### config.mk
export PLATFORM = sky130hd
export DESIGN_NAME = tft_frame_sequencer
export DESIGN_NICKNAME = d
export VERILOG_FILES = /design/src/rtl/tft_frame_sequencer.sv
export SDC_FILE = /design/constraint.sdc
export NUM_CORES = 1
export LEC_CHECK = 0
export BUFFER_PORTS_ARGS = -buffer_cell sky130_fd_sc_hd__buf_4
export CORE_ASPECT_RATIO = 0.9
export CORE_MARGIN = 10
export CORE_UTILIZATION = 55
export DETAILED_ROUTE_END_ITERATION = 8
export PLACE_DENSITY = 0.9
export SYNTH_ARGS = -nofsm -noshare
export SYNTH_HDL_FRONTEND = slang
export SYNTH_SLANG_ARGS = --single-unit
### constraint.sdc
create_clock -name clk -period 3.75 [get_ports clk]
set_input_delay 0.1875 -clock clk [delete_from_list [all_inputs] [get_ports clk]]
set_output_delay 0.1875 -clock clk [all_outputs]
set_load 0.005 [all_outputs]
### src/rtl/tft_frame_sequencer.sv
// Frame-level sequencer for the PMOD TFT pixel path: window-setup words, then RGB565 pixels.
// Optional internal test-pattern source is enabled by defining TFT_TEST_PATTERN_EN.
module tft_frame_sequencer #(
    parameter logic [7:0] CMD_COL_ADDR  = 8'h2A,
    parameter logic [7:0] CMD_ROW_ADDR  = 8'h2B,
    parameter logic [7:0] CMD_MEM_WRITE = 8'h2C
) (
`ifdef TFT_TEST_PATTERN_EN
    input  logic        i_pattern,
`endif
    input  logic        clk,
    input  logic        rst_n,
    input  logic        i_enable,
    input  logic [15:0] i_width,
    input  logic [15:0] i_height,
    input  logic        i_pixel_rdy,
    output logic        o_pixel_stb,
    input  logic [7:0]  i_red,
    input  logic [7:0]  i_green,
    input  logic [7:0]  i_blue,
    input  logic        i_tft_busy,
    output logic        o_tft_stb,
    output logic        o_tft_cmd,
    output logic [15:0] o_tft_data,
    output logic        o_busy,
    output logic        o_frame_start,
    output logic        o_frame_done,
    output logic [15:0] o_frame_count
);

    typedef enum logic [1:0] {
        IDLE,
        SETUP,
        STREAM,
        DONE
    } state_t;

    localparam logic [3:0] LAST_SETUP_IDX = 4'd10;

    state_t      state_q;
    logic [3:0]  idx_q;
    logic [15:0] x_q;
    logic [15:0] y_q;
    logic [15:0] w_q;
    logic [15:0] h_q;
    logic        pix_stb_q;
    logic        frame_start_q;
    logic [15:0] frame_count_q;

    logic [15:0] w_m1;
    logic [15:0] h_m1;
    logic        x_end;
    logic        last_px;
    logic        start_ok;
    logic        start_frame;
    logic        pattern_mode;
    logic [16:0] setup_out;
    logic [15:0] reader_px;
    logic [15:0] pattern_px;
    logic [7:0]  pattern_b;
    logic        unused_lsbs;

    function automatic logic [15:0] pack_rgb565(input logic [4:0] r5,
                                                input logic [5:0] g6,
                                                input logic [4:0] b5);
        return {r5, g6, b5};
    endfunction

    // {cmd flag, word} for each position of the window-setup sequence
    function automatic logic [16:0] setup_word(input logic [3:0]  idx,
                                               input logic [15:0] wm1,
                                               input logic [15:0] hm1);
        case (idx)
            4'd0:    return {1'b1, 8'h00, CMD_COL_ADDR};
            4'd3:    return {1'b0, 8'h00, wm1[15:8]};
            4'd4:    return {1'b0, 8'h00, wm1[7:0]};
            4'd5:    return {1'b1, 8'h00, CMD_ROW_ADDR};
            4'd8:    return {1'b0, 8'h00, hm1[15:8]};
            4'd9:    return {1'b0, 8'h00, hm1[7:0]};
            4'd10:   return {1'b1, 8'h00, CMD_MEM_WRITE};
            default: return 17'h0_0000;
        endcase
    endfunction

    assign w_m1        = w_q - 16'd1;
    assign h_m1        = h_q - 16'd1;
    assign x_end       = (x_q == w_m1);
    assign last_px     = x_end && (y_q == h_m1);
    assign start_ok    = i_enable && (i_width != 16'd0) && (i_height != 16'd0);
    assign start_frame = start_ok && ((state_q == IDLE) || (state_q == DONE));
    assign setup_out   = setup_word(idx_q, w_m1, h_m1);
    assign reader_px   = pack_rgb565(i_red[7:3], i_green[7:2], i_blue[7:3]);
    assign pattern_b   = x_q[7:0] ^ y_q[7:0];
    assign pattern_px  = pack_rgb565(x_q[7:3], y_q[7:2], pattern_b[7:3]);
    assign unused_lsbs = ^{i_red[2:0], i_green[1:0], i_blue[2:0], pattern_b[2:0], y_q[1:0], x_q[2:0]};

    assign o_busy        = (state_q != IDLE);
    assign o_frame_start = frame_start_q;
    assign o_frame_count = frame_count_q;

    // Strobes are gated by the current busy/rdy so a word is never offered to a busy writer
    always_comb begin
        o_tft_stb    = 1'b0;
        o_tft_cmd    = 1'b0;
        o_tft_data   = 16'h0000;
        o_pixel_stb  = 1'b0;
        o_frame_done = 1'b0;
        case (state_q)
            SETUP: begin
                if (!i_tft_busy) begin
                    o_tft_stb  = 1'b1;
                    o_tft_cmd  = setup_out[16];
                    o_tft_data = setup_out[15:0];
                end
            end
            STREAM: begin
                if (pattern_mode) begin
                    if (!i_tft_busy) begin
                        o_tft_stb    = 1'b1;
                        o_tft_data   = pattern_px;
                        o_frame_done = last_px;
                    end
                end else if (i_pixel_rdy && !i_tft_busy && !pix_stb_q) begin
                    o_pixel_stb  = 1'b1;
                    o_tft_stb    = 1'b1;
                    o_tft_data   = reader_px;
                    o_frame_done = last_px;
                end
            end
            default: ;
        endcase
    end

`ifdef TFT_TEST_PATTERN_EN
    logic pattern_q;

    always_ff @(posedge clk or negedge rst_n) begin
        if (!rst_n) begin
            pattern_q <= 1'b0;
        end else if (start_frame) begin
            pattern_q <= i_pattern;
        end
    end

    assign pattern_mode = pattern_q;
`else
    assign pattern_mode = 1'b0;
`endif

    // Frame geometry is data: captured at frame start, only read outside IDLE
    always_ff @(posedge clk) begin
        if (start_frame) begin
            w_q <= i_width;
            h_q <= i_height;
        end
    end

    always_ff @(posedge clk or negedge rst_n) begin
        if (!rst_n) begin
            state_q       <= IDLE;
            idx_q         <= 4'd0;
            x_q           <= 16'd0;
            y_q           <= 16'd0;
            pix_stb_q     <= 1'b0;
            frame_start_q <= 1'b0;
            frame_count_q <= 16'd0;
        end else begin
            pix_stb_q     <= o_pixel_stb;
            frame_start_q <= start_frame;
            case (state_q)
                IDLE: begin
                    if (start_frame) begin
                        state_q <= SETUP;
                        idx_q   <= 4'd0;
                        x_q     <= 16'd0;
                        y_q     <= 16'd0;
                    end
                end
                SETUP: begin
                    if (!i_tft_busy) begin
                        if (idx_q == LAST_SETUP_IDX) begin
                            state_q <= STREAM;
                            idx_q   <= 4'd0;
                        end else begin
                            idx_q <= idx_q + 4'd1;
                        end
                    end
                end
                STREAM: begin
                    if (o_tft_stb) begin
                        if (last_px) begin
                            state_q       <= DONE;
                            x_q           <= 16'd0;
                            y_q           <= 16'd0;
                            frame_count_q <= frame_count_q + 16'd1;
                        end else if (x_end) begin
                            x_q <= 16'd0;
                            y_q <= y_q + 16'd1;
                        end else begin
                            x_q <= x_q + 16'd1;
                        end
                    end
                end
                DONE: begin
                    if (start_frame) begin
                        state_q <= SETUP;
                        idx_q   <= 4'd0;
                        x_q     <= 16'd0;
                        y_q     <= 16'd0;
                    end else begin
                        state_q <= IDLE;
                    end
                end
                default: state_q <= IDLE;
            endcase
        end
    end

endmodule

Word level (Yosys, flattened, before mapping)
Cells that the tools add are included.
Storage, ports and cells
  bits in registers: 88
  output and inout bits: 38
  input port bits: 61
  logic and storage cells: 87
Operators by class
  add/sub/neg operators: 6
  reduce and logical (&&, ||, !) cells: 22
  equal/unequal tests: 18
  multiplexer cells: 32
Operators with widths (count)
  $mux 16: 9
  $pmux 17 s7: 1
  $pmux 16 s2: 3
  $add 16x1->16 const B: 3
  $eq 16x16->1: 2
  $reduce_bool 16->1: 2
  $sub 16x1->16 const B: 2
  $eq 4x4->1 const B: 3
  $mux 4: 3
  $mux 2: 5
  $ne 2x2->1 const B: 5
  $reduce_and 3->1: 3
  $eq 4x3->1 const B: 2
  $mux 1: 8
  $pmux 2 s4: 1
  $pmux 4 s2: 1
  $logic_and 1x1->1: 6
  $reduce_bool 2->1: 3
  $reduce_and 5->1: 1
  $add 4x1->4 const B: 1
  $eq 2x2->1 const B: 2
  $eq 4x2->1 const B: 1
  $logic_not 4->1: 1
  $reduce_and 4->1: 1
  other kinds (8): 9

Depth between registers and ports, before layout
  depth in word-level cells: 7
  mapped depth: 13
  depth with buffers taken out: 11

Worst setup path after synthesis
No wires, ideal clock.
  kind: register to register
  start point: register w_q[0]
  end point: register y_q[7]
  setup time: 119 ps
  buffers on the path: 2
  setup slack: 610 ps
  stages on the path, launching flop included: 13
  arrival time: 3021 ps
  period minus slack after synthesis: 3140 ps
  required time: 3631 ps
  path through: edfxtp_1 -> inv_1 -> ha_1 -> clkbuf_1 -> inv_1 -> or4_4 -> xnor2_1 -> a221o_1 -> nor4_4 -> nand4_4 -> a21oi_4 -> buf_6 -> nor2_2
On the way
  word-level cells in the longest chain between the ends: 6
  elaborated cells on any way between the ends: 8
  those cells by class: add/sub (1); eq/ne (2); mux (3); reduce/logical (2)
RTL lines
  start: declaration: RTL line 44  | logic [15:0] w_q;
  start signal: assignment: RTL line 153  | w_q <= i_width;
  $sub 16x1->16 (*): RTL line 85  | assign w_m1 = w_q - 16'd1;
  $eq 16x16->1 (*): RTL line 87  | assign x_end = (x_q == w_m1);
  $logic_and 1x1->1: RTL line 88  | assign last_px = x_end && (y_q == h_m1);
  $mux 16: RTL line 191  | if (last_px) begin
  $mux 16: RTL line 190  | if (o_tft_stb) begin
  $pmux 16 s2: RTL line 170  | case (state_q)
  end signal: assignment: RTL line 198  | y_q <= y_q + 16'd1;
  end: declaration: RTL line 43  | logic [15:0] y_q;
Mark *: on every way between the ends. The rest lies on a longest branch, timed or not. The select of a mux whose other input is x is not followed.
A chain may end at the register's enable or synchronous reset.

Worst setup path in the final report
  start point: register w_q[5]
  end point: output port o_frame_done
On the way
  word-level cells in the longest chain between the ends: 5
RTL lines
  $sub 16x1->16: RTL line 85
  $eq 16x16->1: RTL line 87
  $logic_and 1x1->1: RTL line 88
  $mux 1: RTL line 123  | end else if (i_pixel_rdy && !i_tft_busy && !pix_stb_q) begin
  $mux 1: RTL line 108  | case (state_q)
  end: declaration: RTL line 27  | output logic o_frame_done,
Every way passes these cells.

==> reports/metrics.cfg <==
[synth]
synth.avg_cell_area_um2 = 9.20
yosysTopAreaCell = dfrtp_1
syn_inst = 684
ys_warn_count = 0
ys_seq_elements = 88
synth_top_area_frac = 0.223
synth_edf_count = 32
ys_async_sr_fraction = 0.636
yosys.cell_types.count = 79
synthesis.nets = 754
yosys-top-cells-area = dfrtp_1 (22%), edfxtp_1 (15%), xnor2_1 (6.1%)
seq_area_frac_synth = 0.376
ys.flop_type = dfrtp_1
synthesis.area_um2 = 6290

[timing]
finalCritPeriodShare = 0.966
clock_skew_ps = 9.89
finalHoldViolCount = 0
slew_viol_final = 0
period_needed_ps = 3620
maxSlewHeadroom = 0.527
setup_violations = 0
max_freq_mhz = 276
worst_slack_ps = 126
rsz0062_at_grt = yes
finalSetupTns_ps = 0
worstMarginPinSlew_ps = 709

[power]
p_leak_nw = 3.12
vdd_drop_max_mv = 0.423
power_density_nw_per_um2 = 563

[clock_network]
clk_path_buf_depth = 2
clockRootBuffer = clkbuf_16
cts_made_buffers = 9
cts.clk_slew.worst_paths_ps = 60
clock_sinks = 88
tritoncts = done
clk-insertion-delay-late_ps = 350
htreeDepth = 3

[critical_path]
arrival_ps = 3440
crit_path_end_kind = output pin
crit_family = simple AND/OR/NAND/NOR gates
cp-startpoint = w_q[5]
path_buf_inv = 1
cpMaxStageDelayCell = or4_1
worstPathMaxFanout = 6
critical_path_class = flip-flop to output pin
slowest_delay_ps = 610
timing.critical_path.to = o_frame_done
r2r-start = h_q[1]
r2r_cells = 10
rrSetupSlack_ps = 290
path_cells = or4_1, or4_4, xnor2_1, a221o_1, nor4_4, nand4_4, nor3_1, buf_4
cp_num_cells = 8
crit_required_ps = 3560
r2r_end = o_frame_count[1]
worstSetupStartpointType = flip-flop

[routing]
totalWireLength_um = 17200
wl_per_cell_um = 18.3
dr.pass1.iters = 5
vias = 5679
antenna_left = 0
drc = 0
vias_per_cell = 6.04
drtIter0Drc = 556

[grt]
grt_pass1_vias = 5380
grt_overflow = 0
grt_pass1_wl_um = 27900
grt_max_degree = 57
grt_use_total = 0.212
antenna_found_initial = 0

[final_layout]
stdcell_area_um2 = 7580
areaGrowthSynthToFinish_pct = 20.6
multi_input_area_um2 = 3680
drive_above_1_share = 0.228
nets = 853
antennaDiodeCount = 0
ff_latch_area_um2 = 2360
n_fill_cell = 848

[floorplanning]
die_x_um = 133
ioPinCount = 99
start_util = 0.572
coreArea_um2 = 11000
fp.dieArea_um2 = 16100
fp.dieH_um = 121
std_cell_rows = 36

[flow_run]
maxCapViolCount = 0

[place]
routabilityCongestion = 0.951
io_buffers = 90
place_ws_ps = 245
dpl_cell_area_um2 = 7230
hpwlAfterDp_um = 13700

[hold_path]
hp-class = input port to flip-flop

[run_status]
outcome = complete, no violations

[worst min path at each step]
| stage | to | cells after the start | slack (ps) | from |
|---|---|---|---|---|
| after CTS | w_q[6] | 1 | 10 | i_width[6] |
| final | w_q[6] | 1 | 20 | i_width[6] |
| after floorplan | idx_q[0] | 0 | -110 | rst_n |
| after detailed placement | x_q[5] | 1 | 280 | rst_n |
| after global routing | h_q[4] | 1 | 8 | i_height[4] |
| after global placement | x_q[7] | 1 | 270 | rst_n |
[area by class of cell]
class / instances / share of cell area
multi-input cells: 536 / 0.486
inverters: 26 / 0.0129
repair buffers: 122 / 0.123
clock inverters: 6 / 0.00907
clock buffers: 10 / 0.0330
well taps: 152 / 0.0251
flip-flops and latches: 88 / 0.311
[synthesized netlist by cell type, drive strengths merged (4+ instances only)]
library cell   n
a211oi         7
a21oi         27
a221oi         6
and2          11
and3          17
and4           4
buf           11
clkbuf        23
dfrtp         56
edfxtp        32
ha             9
inv           26
mux2           5
mux2i          8
nand2         52
nand2b         7
nand3         26
nand3b         5
nand4         19
nor2          53
nor2b         16
nor3          35
nor4          18
o21ai         51
o22ai          4
or2            5
or3           13
or4            4
xnor2         44
xnor3          5
xor2          38
[flip-flops by register name, indices dropped and copies added, names as in the netlist, 2 cells and up]
| register | flops |
|---|---|
| x_q | 16 |
| y_q | 16 |
| state_q | 2 |
| h_q | 16 |
| w_q | 16 |
| o_frame_count | 16 |
| idx_q | 4 |
[where the power goes]
part,internal [mW],switching (mW),leakage (nW),total [mW]
clock network,0.562,0.387,0.155,0.949
logic,0.767,1.06,1.90,1.83
registers,1.21,0.287,1.07,1.49
total,2.53,1.73,3.12,4.27
[metal layers]
layer / track usage / up-vias / wire, um
li1: - / 2690 / -
met4: 0.0639 / 0 / 244
met5: 0 / - / 0
met1: 0.299 / 2684 / 7800
met3: 0.0480 / 26 / 1700
met2: 0.317 / 279 / 7490
[placed cells by master (no fill, tap or decap), types with 9 or more instances in the layout]
cell | synthesis | layout
a21oi_1 | 21 | 21
and2_1 | 11 | 11
and3_1 | 17 | 17
buf_4 | 2 | 120
clkbuf_16 | 0 | 10
dfrtp_1 | 56 | 56
edfxtp_1 | 32 | 32
ha_1 | 9 | 9
inv_1 | 26 | 26
nand2_1 | 52 | 52
nand3_1 | 26 | 26
nand4_1 | 18 | 18
nor2_1 | 47 | 47
nor2b_1 | 16 | 15
nor3_1 | 32 | 31
nor4_1 | 13 | 13
o21ai_0 | 49 | 49
or3_1 | 13 | 12
xnor2_1 | 44 | 44
xor2_1 | 38 | 38
[repair_timing]
| item | 4_1_cts | 5_1_grt |
|---|---|---|
| endpoints found under the setup margin | 0 | 2 |
| setup buffers | 0 | 2 |
| hold buffers | 1 | 0 |
| gates resized for setup | 0 | 2 |
| endpoints found under the hold margin | 56 | 0 |
[logic make-up after synthesis]
kind of cell | synth area share
xor+xnor | 0.136
fa+ha+maj | 0.0179
simple gates | 0.269
compound gates | 0.139
mux | 0.0223
flops | 0.376
buf+inv | 0.0406
[per-stage QoR]
| step | util | power (mW) | hold slack [ps] | cells |
|---|---|---|---|---|
| after global routing | 0.690 | 4.51 | 8.49 | 940 |
| after CTS | 0.688 | 4.24 | 10.8 | 938 |
| after detailed placement | 0.658 | 3.28 | 282 | 921 |
| final | 0.690 | 4.27 | 23.3 | 940 |
| after global placement | 0.658 | 3.20 | 268 | 921 |
| after floorplan | - | 2.66 | -108 | 684 |
No activity file was read; power rests on OpenSTA's default activity.
